--- src/rtl/mem_arb_pkg.sv ---
// rtl/mem_arb_pkg.sv - shared widths, lock states and port id type for mem_arbiter
package mem_arb_pkg;
   localparam int ADDR_W = 8;
   localparam int DATA_W = 8;

   typedef enum logic [1:0] {
      UNLOCKED = 2'd0,
      LOCKED0  = 2'd1,
      LOCKED1  = 2'd2
   } lock_state_t;

   typedef logic port_id_t;
endpackage

--- src/rtl/rr_grant2.sv ---
// rtl/rr_grant2.sv - combinational two-way round-robin chooser with lock override
module rr_grant2 import mem_arb_pkg::*; (
   input  logic        valid0,
   input  logic        valid1,
   input  port_id_t    prio,
   input  lock_state_t lock_state,
   output logic [1:0]  grant
);
   always_comb begin
      grant = 2'b00;
      case (lock_state)
         LOCKED0: grant[0] = valid0;
         LOCKED1: grant[1] = valid1;
         default: begin
            if (valid0 && valid1)
               grant = prio ? 2'b10 : 2'b01;
            else
               grant = {valid1, valid0};
         end
      endcase
   end
endmodule

--- src/rtl/mem_arbiter.sv ---
// rtl/mem_arbiter.sv - two-port round-robin memory arbiter with bus lock and 1-cycle read responses
// Optional write protection of the top address range is enabled by defining MEM_WP_EN.
module mem_arbiter #(
   parameter int ADDR_W = mem_arb_pkg::ADDR_W,
   parameter int DATA_W = mem_arb_pkg::DATA_W
`ifdef MEM_WP_EN
   ,
   parameter logic [ADDR_W-1:0] WP_BASE = 8'hC0
`endif
) (
   input  logic              clk,
   input  logic              rst_n,
   input  logic              req0_valid,
   output logic              req0_ready,
   input  logic              req0_we,
   input  logic              req0_lock,
   input  logic [ADDR_W-1:0] req0_addr,
   input  logic [DATA_W-1:0] req0_wdata,
   output logic              rsp0_valid,
   output logic [DATA_W-1:0] rsp0_rdata,
   input  logic              req1_valid,
   output logic              req1_ready,
   input  logic              req1_we,
   input  logic              req1_lock,
   input  logic [ADDR_W-1:0] req1_addr,
   input  logic [DATA_W-1:0] req1_wdata,
   output logic              rsp1_valid,
   output logic [DATA_W-1:0] rsp1_rdata,
   output logic [ADDR_W-1:0] mem_addr,
   output logic [DATA_W-1:0] mem_in,
   output logic              memory_w_en,
   output logic              memory_r_en,
   input  logic [DATA_W-1:0] mem_out,
   output logic              locked,
   output logic              wp_err
);
   import mem_arb_pkg::*;

   lock_state_t lock_state;
   port_id_t    prio;
   logic [1:0]  grant;
   port_id_t    sel;
   logic        xfer;
   logic        sel_we;
   logic        sel_lock;
   logic        wp_hit;

   rr_grant2 u_rr (
      .valid0     (req0_valid),
      .valid1     (req1_valid),
      .prio       (prio),
      .lock_state (lock_state),
      .grant      (grant)
   );

   assign req0_ready = grant[0];
   assign req1_ready = grant[1];
   assign xfer       = |grant;
   assign sel        = grant[1];

   // With no grant sel is 0, so the memory sees port 0's address and data.
   assign mem_addr = sel ? req1_addr  : req0_addr;
   assign mem_in   = sel ? req1_wdata : req0_wdata;
   assign sel_we   = sel ? req1_we    : req0_we;
   assign sel_lock = sel ? req1_lock  : req0_lock;

`ifdef MEM_WP_EN
   assign wp_hit = xfer && sel_we && (mem_addr >= WP_BASE);

   logic wp_err_q;
   always_ff @(posedge clk or negedge rst_n) begin
      if (!rst_n)
         wp_err_q <= 1'b0;
      else
         wp_err_q <= wp_hit;
   end
   assign wp_err = wp_err_q;
`else
   assign wp_hit = 1'b0;
   assign wp_err = 1'b0;
`endif

   assign memory_w_en = xfer && sel_we && !wp_hit;
   assign memory_r_en = xfer && !sel_we;

   // prio holds the port preferred on contention: the one not granted last.
   always_ff @(posedge clk or negedge rst_n) begin
      if (!rst_n) begin
         lock_state <= UNLOCKED;
         locked     <= 1'b0;
         prio       <= 1'b0;
         rsp0_valid <= 1'b0;
         rsp1_valid <= 1'b0;
      end else begin
         rsp0_valid <= grant[0] && !req0_we;
         rsp1_valid <= grant[1] && !req1_we;
         if (xfer) begin
            prio <= ~sel;
            case (lock_state)
               UNLOCKED: begin
                  if (sel_lock) begin
                     lock_state <= sel ? LOCKED1 : LOCKED0;
                     locked     <= 1'b1;
                  end
               end
               default: begin
                  if (!sel_lock) begin
                     lock_state <= UNLOCKED;
                     locked     <= 1'b0;
                  end
               end
            endcase
         end
      end
   end

   assign rsp0_rdata = rsp0_valid ? mem_out : '0;
   assign rsp1_rdata = rsp1_valid ? mem_out : '0;
endmodule

--- config.mk ---
export PLATFORM = sky130hd
export DESIGN_NAME = mem_arbiter
export DESIGN_NICKNAME = d
export VERILOG_FILES = /design/src/rtl/mem_arb_pkg.sv /design/src/rtl/rr_grant2.sv /design/src/rtl/mem_arbiter.sv
export SDC_FILE = /design/constraint.sdc
export NUM_CORES = 1
export LEC_CHECK = 0
export BUFFER_PORTS_ARGS = -buffer_cell sky130_fd_sc_hd__buf_2
export CORE_UTILIZATION = 32
export DETAILED_ROUTE_END_ITERATION = 10
export PLACE_DENSITY = 0.79
export SLEW_MARGIN = 10
export SYNTH_ARGS = -nofsm -noshare
export SYNTH_HDL_FRONTEND = slang
export SYNTH_SLANG_ARGS = --single-unit
--- constraint.sdc ---
create_clock -name clk -period 3 [get_ports clk]
set_input_delay 0.6 -clock clk [delete_from_list [all_inputs] [get_ports clk]]
set_output_delay 0.6 -clock clk [all_outputs]
set_load 0.02 [all_outputs]
==> reports/results.tsv <==
metric	value	unit
Core Util, Final	57.9	%
number of fill cells in the layout	217	
post-detailed-route wirelength per cell	10.2	µm
most area-consuming cells after synthesis	sky130_fd_sc_hd__nand2_1 26%, sky130_fd_sc_hd__dfrtp_1 21%, sky130_fd_sc_hd__and2_1 14%	
Hold WC Path Type	input pin to asynchronous set/reset pin	
number of maximum-capacitance constraint violations	0	
count of non-filler cells in the finished layout	226	
via count	1074	
die height	49.4	µm
largest area contributor in the netlist	sky130_fd_sc_hd__nand2_1	
overall global routing resource usage	19.6	%
CTS tree	built	
ports placed on the boundary	88	
depth of the worst register-to-register path	7	
Synth warnings	0	
final antenna diode count	0	
Root Buffer Master	sky130_fd_sc_hd__clkbuf_4	
number of antenna violations at the first check in global routing	0	
sum of routed wire length over all layers	2300	µm
Die Footprint	0.00244	mm²
initial detailed-routing violation count	9	
remaining global-route overflow	0	
sum of negative setup slack	0	ps
number of nets with antenna violations after detailed routing	0	
library cells used by synthesis	28	
skew final	5.28	ps
Std-Cell Rows	16	
vias per cell	4.75	
period utilisation layout	94.8	%
nature of the critical path startpoint	flip-flop	
number of instances in the placed design	223	
layout cell share with drive strength beyond 1	47.2	%
remaining routing DRC violations	0	
average size of a mapped cell	6.25	µm²
via count of the first global-routing pass	951	
standard cell core area	0.00204	mm²
post-synth top area share	26.1	%
Worst setup EP type	output pin	
gpl congestion	0.746	
most frequently used flop master after synthesis	sky130_fd_sc_hd__dfrtp_1	
Num Clock Sinks	6	
worst-case vdd ir drop	0.597	mV
sequential fraction of the synthesis area	20.9	%
post-synthesis instance total	115	
x dimension of the die	49.4	µm
largest fanout on the critical path	24	
clock insertion delay at the later pin of the skew report	250	ps
final worst slack	156	ps
area of the mapped netlist	718	µm²
final number of max-transition violations	0	
fraction of registers with async set or reset after synthesis	100	%
Final Hold Violating Endpoints	0	
wire length of the first global-routing pass	3730	µm
WP data arrival	2240	ps
upper clock frequency limit	352	MHz
number of H-tree branching levels	1	
status	finished clean	
time the worst path needs with I/O delays and setup	2840	ps
most numerous cell types in the synthesized netlist	50 x sky130_fd_sc_hd__nand2_1, 16 x sky130_fd_sc_hd__and2_1, 6 x sky130_fd_sc_hd__dfrtp_1	
number of buffers added for setup after CTS	0	
deepest clock path buffer count	2	
Initial Util	35.2	%
number of detailed-route iterations in the first pass	4	
largest net degree at the start of global routing	25	
reported leakage power	0.765	nW
number of enable-type register cells in the synthesized netlist	0	
type of the setup path with the least slack	flip-flop to output pin	
post-cts resize count	0	
Layout Nets	252	
net count of the mapped netlist	166	
clock buffer count from CTS	3	
number of buffers inserted by hold repair at cts	0	
clock slew seen by the registers of the worst setup and hold paths	50	ps
setup repair after global routing missed its margin	no	
number of synthesized register bits	6	
power density cells	947	mW/mm²
synthesis-to-finish area growth	64.6	%
Worst Setup Slack post-DPL	325	ps
Port Buf Inserts	86	
data required time of the critical path	2400	ps
most numerous cell in the Yosys netlist	sky130_fd_sc_hd__nand2_1	
hpwl dp	1860	µm
setup violators final	0	
-- cells in the final DEF, fill, tap and decap left out, drive strengths merged --
master and count:
xnor2 1, nor2 5, and2 16, and3 1, o211ai 2, o31ai 1, a221oi 1, buf 87
inv 6, a22o 1, a21oi 3, a31oi 1, or3b 1, o21ai 1, clkbuf 3, ha 3
nand2b 2, nand3b 1, o22ai 1, a211oi 3, nand3 2, nand2 50, conb 1, dfrtp 6
-- registers in the layout, indices dropped and copies added, names as in the netlist --
register    flops
lock_state      2
locked          1
prio            1
rsp0_valid      1
rsp1_valid      1
-- cells by family (layout without fill, tap and decap cells) --
logic type               after synthesis  after routing  share of synthesized area [%]
AO/OA/AOI/OAI                         14             14                           14.1
adder cells (fa/ha/maj)                3              3                           5.23
buffers and inverters                 12             96                           8.36
XOR/XNOR                               1              1                           1.22
AND/OR/NAND/NOR                       78             78                           49.7
other                                  1              1                          0.522
flip-flops                             6              6                           20.9
-- report_power, final --
group / switching, W / total [W] / internal (W)
clock network: 0.0000308 / 0.0000762 / 0.0000454
registers: 0.0000423 / 0.000158 / 0.000116
logic: 0.000570 / 0.000885 / 0.000315
total: 0.000643 / 0.00112 / 0.000476
-- through the flow --
step	cell area, µm²	hold WS (ps)	total power (W)
after floorplan	718	304	0.000783
after global placement	1150	432	0.00102
after detailed placement	1150	429	0.00103
after CTS	1170	168	0.00111
after global routing	1180	173	0.00122
final	1180	164	0.00112
-- final timing paths --
kind / end / slack [ps] / start
hold reg to reg: prio$_DFFE_PN0P_ / 540 / prio$_DFFE_PN0P_
hold / removal: rsp1_valid$_DFF_PN0_ / 160 / rst_n
min in group clk: rsp1_valid$_DFF_PN0_ / 540 / req1_we
max in group asynchronous: lock_state[0]$_DFFE_PN0P_ / 2680 / rst_n
setup reg to reg: lock_state[1]$_DFFE_PN0P_ / 870 / lock_state[0]$_DFFE_PN0P_
setup / recovery: memory_w_en / 160 / lock_state[0]$_DFFE_PN0P_
-- worst max-delay path, cell delays in order (launching register included) --
cell                      delay (ps)
sky130_fd_sc_hd__dfrtp_2         410
sky130_fd_sc_hd__inv_1            80
sky130_fd_sc_hd__ha_1            330
sky130_fd_sc_hd__or3b_1          410
sky130_fd_sc_hd__nand3_2         180
sky130_fd_sc_hd__inv_4           140
sky130_fd_sc_hd__nor2_1          160
sky130_fd_sc_hd__a22o_1          140
sky130_fd_sc_hd__buf_2           160
-- per-layer routing --
| layer | share of wire [%] | global-route usage (%) | vias up |
|---|---|---|---|
| met5 | 0 | 0 | - |
| met4 | 1.5 | 8.57 | 0 |
| met3 | 10 | 3.43 | 4 |
| met2 | 48 | 39.3 | 70 |
| met1 | 40 | 19.0 | 463 |
| li1 | - | - | 537 |
-- layout make-up --
class / count / area (µm²) / area share [%]
clock buffers: 3 / 22.5 / 1.90
inverters: 6 / 25.0 / 2.12
multi-input cells: 97 / 508 / 43.0
flip-flops and latches: 6 / 151 / 12.8
well taps: 27 / 33.8 / 2.86
repair buffers: 87 / 442 / 37.4
No activity file was read; power rests on OpenSTA's default activity.
